**src/rtl/regfile_mp_if.sv**
```systemverilog
// ---------------------------------------------------------------------------
// regfile_mp_if
//
// Bundles the write, mark and read traffic of the multi-port register file.
// Clock and reset are not part of the bundle. They stay plain ports on the
// register file itself.
//
// Parameters:
//   DATA_WIDTH  bits per register
//   ADDR_WIDTH  register index width
//
// Signals:
//   data_in     write data                  (master -> slave)
//   writenum    write index                 (master -> slave)
//   write       write strobe                (master -> slave)
//   mark        busy-mark strobe            (master -> slave)
//   marknum     index to mark busy          (master -> slave)
//   readnum_a   read index, port A          (master -> slave)
//   readnum_b   read index, port B          (master -> slave)
//   data_out_a  read data, port A           (slave -> master)
//   data_out_b  read data, port B           (slave -> master)
//   busy_a      busy bit of readnum_a       (slave -> master)
//   busy_b      busy bit of readnum_b       (slave -> master)
//
// Modports:
//   master  the writeback / operand-fetch side that drives indices and data
//   slave   the register file
// ---------------------------------------------------------------------------
interface regfile_mp_if #(
    parameter int DATA_WIDTH = 16,
    parameter int ADDR_WIDTH = 3
);
    logic [DATA_WIDTH-1:0] data_in;
    logic [ADDR_WIDTH-1:0] writenum;
    logic                  write;
    logic                  mark;
    logic [ADDR_WIDTH-1:0] marknum;
    logic [ADDR_WIDTH-1:0] readnum_a;
    logic [ADDR_WIDTH-1:0] readnum_b;
    logic [DATA_WIDTH-1:0] data_out_a;
    logic [DATA_WIDTH-1:0] data_out_b;
    logic                  busy_a;
    logic                  busy_b;

    modport master (
        output data_in,
        output writenum,
        output write,
        output mark,
        output marknum,
        output readnum_a,
        output readnum_b,
        input  data_out_a,
        input  data_out_b,
        input  busy_a,
        input  busy_b
    );

    modport slave (
        input  data_in,
        input  writenum,
        input  write,
        input  mark,
        input  marknum,
        input  readnum_a,
        input  readnum_b,
        output data_out_a,
        output data_out_b,
        output busy_a,
        output busy_b
    );
endinterface

```
**src/rtl/regfile_mp.sv**
```systemverilog
// ---------------------------------------------------------------------------
// regfile_mp
//
// Parametrised multi-port register file with a per-register busy scoreboard.
// It holds 2**ADDR_WIDTH registers of DATA_WIDTH bits. It has one synchronous
// write port and two independent combinational read ports, A and B. Each
// register has a busy bit that the issue logic sets with "mark" when a result
// is in flight. A write to the register clears that bit. When a write and a
// mark hit the same index in one cycle, the mark wins, so the register is
// left busy.
//
// Parameters:
//   DATA_WIDTH  bits per register (default 16)
//   ADDR_WIDTH  register index width, depth = 2**ADDR_WIDTH (default 3)
//   ZERO_REG    when 1, register 0 reads as 0 / not busy and drops
//               writes and marks (default 0)
//
// Ports:
//   clk    single clock, every state update is on the rising edge
//   reset  synchronous active-high reset. It clears all data and busy bits
//          and takes priority over write and mark.
//   bus    regfile_mp_if.slave, carrying the write, mark and read traffic
//
// Build option:
//   REGFILE_BYPASS_EN  when defined, a read port whose index matches an
//                      active write returns data_in in the same cycle and
//                      reports not busy. Marks are never forwarded. Reset
//                      and the ZERO_REG index both suppress forwarding.
//                      When the macro is undefined, reads always return
//                      stored state.
// ---------------------------------------------------------------------------
module regfile_mp #(
    parameter int DATA_WIDTH = 16,
    parameter int ADDR_WIDTH = 3,
    parameter int ZERO_REG   = 0
) (
    input  logic             clk,
    input  logic             reset,
    regfile_mp_if.slave      bus
);
    localparam int DEPTH   = 1 << ADDR_WIDTH;
    localparam bit ZERO_EN = (ZERO_REG != 0);

    logic [DATA_WIDTH-1:0] regs [DEPTH];
    logic [DEPTH-1:0]      busy;

    logic                  write_ok;
    logic                  mark_ok;

    logic [DATA_WIDTH-1:0] rd_data_a;
    logic [DATA_WIDTH-1:0] rd_data_b;
    logic                  rd_busy_a;
    logic                  rd_busy_b;

    // A write or mark counts only when reset is low. Under ZERO_REG it must
    // also not target index 0. The write qualifier is reused for the bypass
    // match, so reset and the zero register suppress forwarding for free.
    always_comb begin
        write_ok = bus.write && !reset;
        mark_ok  = bus.mark  && !reset;
        if (ZERO_EN && (bus.writenum == '0)) begin
            write_ok = 1'b0;
        end
        if (ZERO_EN && (bus.marknum == '0)) begin
            mark_ok = 1'b0;
        end
    end

    // Storage and scoreboard update. The mark assignment comes after the
    // write assignment. For a write and a mark to the same index, the
    // busy bit therefore ends at 1.
    always_ff @(posedge clk) begin
        if (reset) begin
            for (int i = 0; i < DEPTH; i++) begin
                regs[i] <= '0;
            end
            busy <= '0;
        end else begin
            if (write_ok) begin
                regs[bus.writenum] <= bus.data_in;
                busy[bus.writenum] <= 1'b0;
            end
            if (mark_ok) begin
                busy[bus.marknum] <= 1'b1;
            end
        end
    end

    // Read port A: the stored value, or forwarded write data when bypass is
    // built in. Index 0 is forced to zero under ZERO_REG. This also covers
    // the time before the first reset, while the storage is still undefined.
    always_comb begin
        rd_data_a = regs[bus.readnum_a];
        rd_busy_a = busy[bus.readnum_a];
        if (ZERO_EN && (bus.readnum_a == '0)) begin
            rd_data_a = '0;
            rd_busy_a = 1'b0;
        end
`ifdef REGFILE_BYPASS_EN
        else if (write_ok && (bus.readnum_a == bus.writenum)) begin
            rd_data_a = bus.data_in;
            rd_busy_a = 1'b0;
        end
`else
`endif
    end

    // Read port B works the same way as port A and is fully independent of
    // it. Both ports may address the same register.
    always_comb begin
        rd_data_b = regs[bus.readnum_b];
        rd_busy_b = busy[bus.readnum_b];
        if (ZERO_EN && (bus.readnum_b == '0)) begin
            rd_data_b = '0;
            rd_busy_b = 1'b0;
        end
`ifdef REGFILE_BYPASS_EN
        else if (write_ok && (bus.readnum_b == bus.writenum)) begin
            rd_data_b = bus.data_in;
            rd_busy_b = 1'b0;
        end
`else
`endif
    end

    assign bus.data_out_a = rd_data_a;
    assign bus.data_out_b = rd_data_b;
    assign bus.busy_a     = rd_busy_a;
    assign bus.busy_b     = rd_busy_b;

endmodule
```
**src/flat_wrapper.sv**
```systemverilog
// flat-port wrapper written by rule: the top's interface ports become plain ports
module regfile_mp_flat 
#(
    parameter int DATA_WIDTH = 16,
    parameter int ADDR_WIDTH = 3,
    parameter int ZERO_REG   = 0
)
  (clk, reset, bus_data_in, bus_writenum, bus_write, bus_mark, bus_marknum, bus_readnum_a, bus_readnum_b, bus_data_out_a, bus_data_out_b, bus_busy_a, bus_busy_b);
  regfile_mp_if #(.DATA_WIDTH(DATA_WIDTH), .ADDR_WIDTH(ADDR_WIDTH)) bus_i ();
  input  logic clk;
  input  logic reset;
  input wire logic [$bits(bus_i.data_in)-1:0] bus_data_in;
  input wire logic [$bits(bus_i.writenum)-1:0] bus_writenum;
  input wire logic [$bits(bus_i.write)-1:0] bus_write;
  input wire logic [$bits(bus_i.mark)-1:0] bus_mark;
  input wire logic [$bits(bus_i.marknum)-1:0] bus_marknum;
  input wire logic [$bits(bus_i.readnum_a)-1:0] bus_readnum_a;
  input wire logic [$bits(bus_i.readnum_b)-1:0] bus_readnum_b;
  output wire logic [$bits(bus_i.data_out_a)-1:0] bus_data_out_a;
  output wire logic [$bits(bus_i.data_out_b)-1:0] bus_data_out_b;
  output wire logic [$bits(bus_i.busy_a)-1:0] bus_busy_a;
  output wire logic [$bits(bus_i.busy_b)-1:0] bus_busy_b;
  assign bus_i.data_in = bus_data_in;
  assign bus_i.writenum = bus_writenum;
  assign bus_i.write = bus_write;
  assign bus_i.mark = bus_mark;
  assign bus_i.marknum = bus_marknum;
  assign bus_i.readnum_a = bus_readnum_a;
  assign bus_i.readnum_b = bus_readnum_b;
  assign bus_data_out_a = bus_i.data_out_a;
  assign bus_data_out_b = bus_i.data_out_b;
  assign bus_busy_a = bus_i.busy_a;
  assign bus_busy_b = bus_i.busy_b;
  regfile_mp #(.DATA_WIDTH(DATA_WIDTH), .ADDR_WIDTH(ADDR_WIDTH), .ZERO_REG(ZERO_REG)) u_core (.clk(clk), .reset(reset), .bus(bus_i));
endmodule
```
**config.mk**
```make
export PLATFORM = sky130hd
export DESIGN_NAME = regfile_mp_flat
export DESIGN_NICKNAME = d
export VERILOG_FILES = /design/src/rtl/regfile_mp_if.sv /design/src/rtl/regfile_mp.sv /design/src/flat_wrapper.sv
export SDC_FILE = /design/constraint.sdc
export NUM_CORES = 1
export LEC_CHECK = 0
export CAP_MARGIN = 5
export CORE_ASPECT_RATIO = 1.4
export CORE_MARGIN = 4
export CORE_UTILIZATION = 40
export DETAILED_ROUTE_END_ITERATION = 8
export PLACE_DENSITY = 0.73
export SETUP_SLACK_MARGIN = 0.05
export SYNTH_ARGS = -nofsm -noshare
export SYNTH_HDL_FRONTEND = slang
export SYNTH_SLANG_ARGS = --single-unit
export TNS_END_PERCENT = 100
```
**constraint.sdc**
```tcl
create_clock -name clk -period 1.6 [get_ports clk]
set_input_delay 0.32 -clock clk [delete_from_list [all_inputs] [get_ports clk]]
set_output_delay 0.32 -clock clk [all_outputs]
set_load 0.02 [all_outputs]
```
==> results of run 1 <==
-- final timing paths --
kind	end	startpoint	slack [ps]	cells past startpoint
hold / removal	u_core.busy[5]	u_core.busy[5]	490	2
setup reg to reg	u_core.busy[2]	u_core.busy[2]	850	2
setup / recovery	bus_data_out_b[11]	u_core.regs[6][11]	-460	3
hold reg to reg	u_core.busy[5]	u_core.busy[5]	490	2
-- repair_timing --
| item | CTS | global route |
|---|---|---|
| setup endpoints to repair | 138 | 48 |
| pin swaps | 3 | 1 |
| cloned | 4 | 0 |
| resized for setup | 230 | 2 |
| buffers inserted | 10 | 0 |
-- flip-flops by register name (all words and copies together), names as in the netlist --
name,flops
u_core.busy,8
u_core.regs,128
-- layout make-up --
type                       count  area (µm²)
clock buffer                  18         429
clock inverter                13         178
fill                        1412        8530
inverter                       6        22.5
multi-input combinational    266        3150
sequential                   136        4010
tap                          240         300
timing repair buffer         126        1600
-- per-stage QoR --
step                      std cells  instance area, µm²  setup slack [ps]  hold slack [ps]
after global routing            805                9680              -522              513
after detailed placement        760                8820             -1030              486
after CTS                       805                9680              -478              484
final                           805                9680              -462              486
after global placement          760                8820             -1010              473
after floorplan                 438                7470             -79.6              435
-- per-layer routing --
metal  wire, µm  share of wire  vias up
li1           -              -     1927
met1       6950           0.37     2299
met2      10400           0.55      181
met3       1050          0.055       36
met4        455          0.024        0
met5          0              0        -
-- cells by family after synthesis --
family,count (synthesis)
multiplexers,102
buffers and inverters,36
flip-flops,136
AND/OR/NAND/NOR,156
AO/OA/AOI/OAI,8
-- power groups by stage --
stage	Combinational, mW	Clock, mW	Sequential [mW]
2_1_floorplan	0.940	0	4.24
3_3_place_gp	1.58	0	4.26
3_5_place_dp	1.60	0	4.29
4_1_cts	1.71	4.07	4.22
5_1_grt	1.78	4.24	4.24
6_report	1.69	4.04	4.22
-- placed cells by master (no fill, tap or decap), types with 3 or more instances in the layout --
master,netlist,final
dlygate4sd2_1,0,4
buf_12,4,28
dfxtp_2,0,5
clkbuf_16,0,17
nand2b_1,6,6
nor2_4,3,3
mux2_4,0,34
mux4_2,8,68
buf_4,1,26
edfxtp_1,128,128
or2_4,0,6
and2_1,128,128
clkinvlp_4,0,3
bufbuf_16,0,3
buf_6,2,37
inv_1,6,6
dfxtp_1,8,3
bufinv_16,0,4
o32ai_1,8,8
clkdlybuf4s50_1,0,22
-- worst reg2reg max path, cell delays in order, from the launching register on --
cell and delay (ps):
dfxtp_1 360, inv_1 60, o32ai_1 250
==> results_dict.tcl, run 1 <==
set metrics [dict create \
    max_cap_violations 0 \
    synth.top_cells.by_area "edfxtp_1, mux4_1, and2_1" \
    hold_viol 0 \
    grt_use_met1 0.221 \
    finalMaxSlewViolations 0 \
    grt_pass1_wl_mm 28.3 \
    routed_wl_mm 18.9 \
    slew_headroom 0.814 \
    ys_warn_count 0 \
    synth_edf_count 128 \
    finClkSkew_ps 0 \
    min_period_over_period 1.29 \
    clkPwrFrac 0.406 \
    ant_nets 0 \
    power.switching_mw 2.28 \
    use_met3 0.0399 \
    area_growth_pct 29.4 \
    layout-drive-gt1-share 0.442 \
    dr.pass1.iters 5 \
    synth-simple-area-share 0.136 \
    worst_pin_slew_ps 277 \
    total_power_mw 9.95 \
    synth_seq_cells 136 \
    synthArstFlopShare 0 \
    worstSkewPairLatency_ps 410 \
    cp_slowest_cell "mux4_2" \
    final_util 0.532 \
    power_density_nw_per_um2 1030 \
    die_w_um 124 \
    clockBufferDepth 2 \
    layout_setup_ws_ps -462 \
    syn_avg_cell_area_um2 17.1 \
    yosys.area.top_type "edfxtp_1" \
    wl_per_cell_um 23.5 \
    power_frac_seq 0.425 \
    htree_num_levels 4 \
    grtUsageTotal 0.186 \
    worst_setup_path_end_kind "output pin" \
    path_max_fanout 2 \
    critPathTopFamily "multiplexers" \
    max_freq_mhz 485 \
    dr_total_vias 4443 \
    setup_tns_ps -14340 \
    synthAdderAreaFrac 0 \
    synth_top_family_by_area "multiplexers" \
    layout.nets 585 \
    busiest_layer "met2" \
    synth_xor_xnor_area_share 0 \
    critical_path_class "flop to output pin" \
    hold_class "flop to flop" \
    cp_cell_sequence "mux4_2, mux2_4, buf_6" \
    ys_seq_area_frac 0.535 \
    path_buf_inv 1 \
    synth_area_um2 7480 \
    ys.flop_type "edfxtp_1" \
    synth_cells 438 \
    clkTransAtPathRegs_ps 60 \
    grt_max_degree 20 \
    violations "negative setup slack" \
    start_kind "flop" \
    gr-total-overflow 0 \
    gp_congestion 0.749 \
    setup_violations 34 \
    hpwlAfterDp_mm 12.2 \
    p_comb_frac 0.170 \
    cts_tree "built" \
    ir_drop_mv 0.614 \
    rsz0062_at_grt "true" \
    synth_commonest_cells "and2_1, edfxtp_1, mux4_1, mux2_2, clkbuf_1" \
    yosysTopAreaCellShare 0.514 \
    critical_path_arrival_ps 1740 \
    cpPeakStageDelay_ps 510 \
    p_int_mw 7.67 \
    cp.required_ps 1280 \
    diodes 0 \
    status "complete, but fails checks" \
    ctsHoldBuffers 0 \
    die-area_um2 21000 \
    yosysUniqueCellTypes 28 \
    drc 0 \
    die_h_um 170 \
    antenna_found_initial 0 \
    syn_nets 470 \
    cts.sinks 136 \
    synth-compound-area-share 0.00936 \
    drtIter0Drc 337 \
    portBuffers 65 \
    p_sw_frac 0.229 \
    power_leakage_nw 3.60 \
    synthMuxAreaShare 0.286 \
    ios 66 \
    routed_via_density 5.52 \
    numCtsBuffers 17 \
    final.min_clock_period_ps 2060 \
    gr-usage-met2 0.332 \
    core_um2 18200 \
    num_rows 58 \
    cts_root_buf "clkbuf_16" \
    grt_pass1_vias 4824 \
    initial_utilization 0.411 \
]
Power figures use the tool's default switching activity.
==> inputs of run 2 (changes only) <==
- MAX_ROUTING_LAYER: not set -> met4
==> run 2 against run 1 <==
Against the previous run: the run still ends with negative setup slack left; clock skew is the same; maximum frequency grew 0.17%; critical endpoint unchanged; worst hold slack gained 1.4 ps.
==> results_dict.tcl, run 2 (same netlist as run 1, synthesis figures left out) <==
set metrics [dict create \
    worst_pin_slew_ps 281 \
    critical_path_arrival_ps 1740 \
    rsz0062_at_grt "true" \
    ios 66 \
    regMostFlops "u_core.regs" \
    grt_max_degree 20 \
    startpoint "u_core.regs[6][11]" \
    antenna_found_initial 0 \
    clockBufferDepth 2 \
    largestRegisters "u_core.regs (128), u_core.busy (8)" \
    max_freq_mhz 486 \
    max_cap_violations 0 \
    hold_path.startpoint "u_core.busy[5]" \
    finalMaxSlewViolations 0 \
    largest_register_ffs 128 \
    min_period_over_period 1.29 \
    layout.nets 585 \
    clkPwrFrac 0.405 \
    path_buf_inv 1 \
    gp_congestion 0.758 \
    clkTransAtPathRegs_ps 60 \
    htree_num_levels 4 \
    hold_class "flop to flop" \
    cp_cell_sequence "mux4_2, mux2_4, buf_6" \
    final.min_clock_period_ps 2060 \
    p_sw_frac 0.228 \
    wl_per_cell_um 23.5 \
    dr.pass1.iters 4 \
    gr-total-overflow 0 \
    diodes 0 \
    numCtsBuffers 17 \
    path_max_fanout 2 \
    worstSkewPairLatency_ps 410 \
    routed_via_density 5.55 \
    drc 0 \
    routed_wl_mm 19.0 \
    hpwlAfterDp_mm 12.2 \
    cts_tree "built" \
    power.switching_mw 2.26 \
    dp_cells 760 \
    critPathTopFamily "multiplexers" \
    p_int_mw 7.67 \
    total_power_mw 9.94 \
    cts_root_buf "clkbuf_16" \
    power_leakage_nw 3.60 \
    finClkSkew_ps 0 \
    die-area_um2 21000 \
    cpPeakStageDelay_ps 510 \
    portBuffers 65 \
    regArea_um2 4010 \
    most-common-layout-cells "and2_1, edfxtp_1, mux4_2, buf_6, mux2_4" \
    ant_nets 0 \
    core_um2 18200 \
    grt_pass1_vias 4835 \
    layout_setup_ws_ps -459 \
    hold_viol 0 \
    cts.sinks 136 \
    ctsHoldBuffers 0 \
    grt_pass1_wl_mm 28.3 \
    drtIter0Drc 291 \
    slew_headroom 0.812 \
    initial_utilization 0.411 \
    power_frac_seq 0.425 \
    layout-drive-gt1-share 0.442 \
    instances_no_fill 805 \
    power_density_nw_per_um2 1030 \
    start_kind "flop" \
    cp_slowest_cell "mux4_2" \
    fillCellCount 1412 \
    die_h_um 170 \
    cp.required_ps 1280 \
    violations "negative setup slack" \
    multi_input_area_um2 3150 \
    area_growth_pct 29.4 \
    setup_violations 34 \
    dr_total_vias 4468 \
    worst_setup_path_end_kind "output pin" \
    ir_drop_mv 0.609 \
    grtUsageTotal 0.192 \
    status "complete, but fails checks" \
    p_comb_frac 0.170 \
    die_w_um 124 \
    num_rows 58 \
    r2r-start "u_core.busy[2]" \
    critical_path_class "flop to output pin" \
]
[run 2: area by class of cell]
cell class              count  share of cell area
flip-flops and latches    136               0.414
multi-input cells         266               0.325
repair buffers            126               0.165
clock buffers              18              0.0443
well taps                 240              0.0310
clock inverters            13              0.0183
inverters                   6             0.00233
[run 2: worst register-to-register path: stages (launching register included)]
cell and delay, ps:
dfxtp_1 360, inv_1 60, o32ai_1 250
[run 2: path summary, 6_finish.rpt]
check,to,slack (ps),cells past startpoint
setup / recovery,bus_data_out_b[11],-460,3
setup reg to reg,u_core.busy[2],850,2
hold reg to reg,u_core.busy[5],490,2
hold / removal,u_core.busy[5],490,2
[run 2: what timing repair did]
| action | in CTS | in global routing |
|---|---|---|
| gates cloned | 4 | 0 |
| buffers inserted | 10 | 0 |
| endpoints found under the setup margin | 138 | 48 |
| resized for setup | 230 | 2 |
| endpoints found under the hold margin | 0 | 0 |
| pin swaps | 3 | 1 |
[run 2: routing by layer]
metal | track usage | wire (µm) | up-vias
met5 | - | 0 | -
met4 | 0.0593 | 469 | 0
met3 | 0.0399 | 1130 | 37
met2 | 0.332 | 10500 | 195
met1 | 0.223 | 6910 | 2306
li1 | - | - | 1930
[run 2: metrics by stage]
stage / area, µm² / hold WS [ps] / TNS, ps / setup slack (ps) / utilization
final: 9680 / 487 / -14240 / -459 / 0.532
after global routing: 9680 / 513 / -15970 / -524 / 0.532
after CTS: 9680 / 484 / -14770 / -478 / 0.531
after detailed placement: 8820 / 486 / -129410 / -1030 / 0.484
after global placement: 8820 / 473 / -124690 / -1010 / 0.484
after floorplan: 7470 / 435 / -2480 / -79.6 / -
[run 2: power groups by stage]
stage | Clock, mW | Sequential [mW] | Combinational [mW]
after CTS | 4.07 | 4.22 | 1.71
after floorplan | 0 | 4.24 | 0.940
after global routing | 4.25 | 4.24 | 1.78
after global placement | 0 | 4.26 | 1.58
final | 4.02 | 4.22 | 1.69
after detailed placement | 0 | 4.29 | 1.60
==> inputs of run 3 (changes only) <==
- CORE_UTILIZATION: 40 -> 50
- PLACE_DENSITY: 0.73 -> 0.85
==> run 3 against run 2 <==
Against the previous run: the flow still finishes with violations (negative setup slack); cell count down 7.6%; total power down 2.0%; largest cell class unchanged; highest routed layer unchanged; first-iteration DRC count up 16%.
==> results_dict.tcl, run 3 (same netlist as run 1, synthesis figures left out) <==
set metrics [dict create \
    regMostFlops "u_core.regs" \
    clockBufferDepth 2 \
    violations "negative setup slack" \
    grtUsageTotal 0.229 \
    setup_violations 34 \
    max_cap_violations 0 \
    cts_tree "built" \
    htree_num_levels 4 \
    cp.required_ps 1280 \
    worstSkewPairLatency_ps 420 \
    hpwlAfterDp_mm 11.6 \
    layout.nets 574 \
    fillCellCount 983 \
    p_sw_frac 0.241 \
    cts.sinks 136 \
    dr_total_vias 4479 \
    worst_setup_path_end_kind "output pin" \
    ir_drop_mv 0.664 \
    routed_via_density 6.02 \
    clkTransAtPathRegs_ps 60 \
    dr.pass1.iters 4 \
    dp_cells 702 \
    layout_setup_ws_ps -539 \
    power_leakage_nw 3.53 \
    die_w_um 111 \
    power.switching_mw 2.35 \
    largest_register_ffs 128 \
    power_density_nw_per_um2 1030 \
    gr-total-overflow 0 \
    regArea_um2 4010 \
    multi_input_area_um2 3150 \
    ios 66 \
    drc 0 \
    status "complete, but fails checks" \
    clkPwrFrac 0.396 \
    largestRegisters "u_core.regs (128), u_core.busy (8)" \
    cts_root_buf "clkbuf_16" \
    layout-drive-gt1-share 0.438 \
    antenna_found_initial 0 \
    max_freq_mhz 468 \
    grt_max_degree 21 \
    area_growth_pct 26.0 \
    diodes 0 \
    core_um2 14600 \
    hold_viol 0 \
    finalMaxSlewViolations 0 \
    most-common-layout-cells "and2_1, edfxtp_1, mux4_2, buf_6, mux2_4" \
    hold_class "flop to flop" \
    r2r_slack_ps 820 \
    grt_pass1_wl_mm 28.1 \
    drtIter0Drc 337 \
    path_max_fanout 2 \
    wl_per_cell_um 25.1 \
    instances_no_fill 744 \
    portBuffers 65 \
    die-area_um2 17000 \
    power_frac_seq 0.434 \
    routed_wl_mm 18.7 \
    ant_nets 0 \
    worst_pin_slew_ps 263 \
    grt_pass1_vias 4902 \
    die_h_um 153 \
    min_period_over_period 1.34 \
    critical_path_class "flop to output pin" \
    critical_path_arrival_ps 1820 \
    p_comb_frac 0.170 \
    start_kind "flop" \
    initial_utilization 0.513 \
    p_int_mw 7.39 \
    finClkSkew_ps 0 \
    numCtsBuffers 17 \
    gp_congestion 0.817 \
    final.min_clock_period_ps 2140 \
    ctsHoldBuffers 0 \
    slew_headroom 0.824 \
    rsz0062_at_grt "true" \
    total_power_mw 9.74 \
    num_rows 52 \
]
==> run 3: changes by cell type in the layout (fill, tap and decap cells not counted), moves of 2 or more <==
cell / delta
clkinvlp_4: -3
inv_4: +5
clkbuf_16: +4
buf_4: -3
inv_6: +2
clkinv_1: -2
clkinv_2: -2
buf_12: -7
bufinv_16: -4
==> run 3: power by group through the flow <==
stage / clock network, mW / registers [mW] / logic (mW)
CTS: 3.88 / 4.22 / 1.65
finish: 3.86 / 4.23 / 1.65
detailed placement: 0 / 4.29 / 1.54
floorplan: 0 / 4.24 / 0.940
global route: 4.04 / 4.25 / 1.73
global placement: 0 / 4.26 / 1.51
==> run 3: layer usage <==
layer / up-vias / track usage / share of wire
met3: 49 / 0.0485 / 0.068
met4: 0 / 0.106 / 0.042
met1: 2290 / 0.251 / 0.34
met2: 225 / 0.398 / 0.55
li1: 1915 / - / -
met5: - / - / 0
==> run 3: timing repair <==
action                     4_1_cts  5_1_grt
cloned                           3        2
pin swaps                        3        0
setup endpoints to repair       76       50
setup buffers                    4        1
gates resized for setup        226        6
==> run 3: worst paths after layout <==
| path | startpoint | end | cells past startpoint |
|---|---|---|---|
| worst max-delay path | u_core.regs[7][15] | bus_data_out_b[15] | 3 |
| worst min-delay path | u_core.busy[7] | u_core.busy[7] | 2 |
| worst max register to register | u_core.busy[5] | u_core.busy[5] | 2 |
| worst min register to register | u_core.busy[7] | u_core.busy[7] | 2 |
==> run 3: critical path, stage by stage (launching register included) <==
cell and delay [ps]:
edfxtp_1 430, mux4_2 530, mux2_4 300, buf_6 130
==> run 3: cell type report <==
cell class	count	share of cell area
clock buffers	22	0.0550
clock inverters	10	0.00796
inverters	6	0.00239
multi-input cells	266	0.334
flip-flops and latches	136	0.425
well taps	189	0.0251
repair buffers	115	0.151
==> run 3: metrics by stage <==
step	utilization	area (µm²)	setup slack, ps	hold WS [ps]	TNS [ps]
floorplan	-	7470	-79.6	435	-2480
global placement	0.591	8620	-997	481	-118110
detailed placement	0.591	8620	-1030	487	-128020
CTS	0.644	9390	-491	496	-15170
global route	0.647	9430	-548	529	-16100
finish	0.647	9430	-539	486	-14710
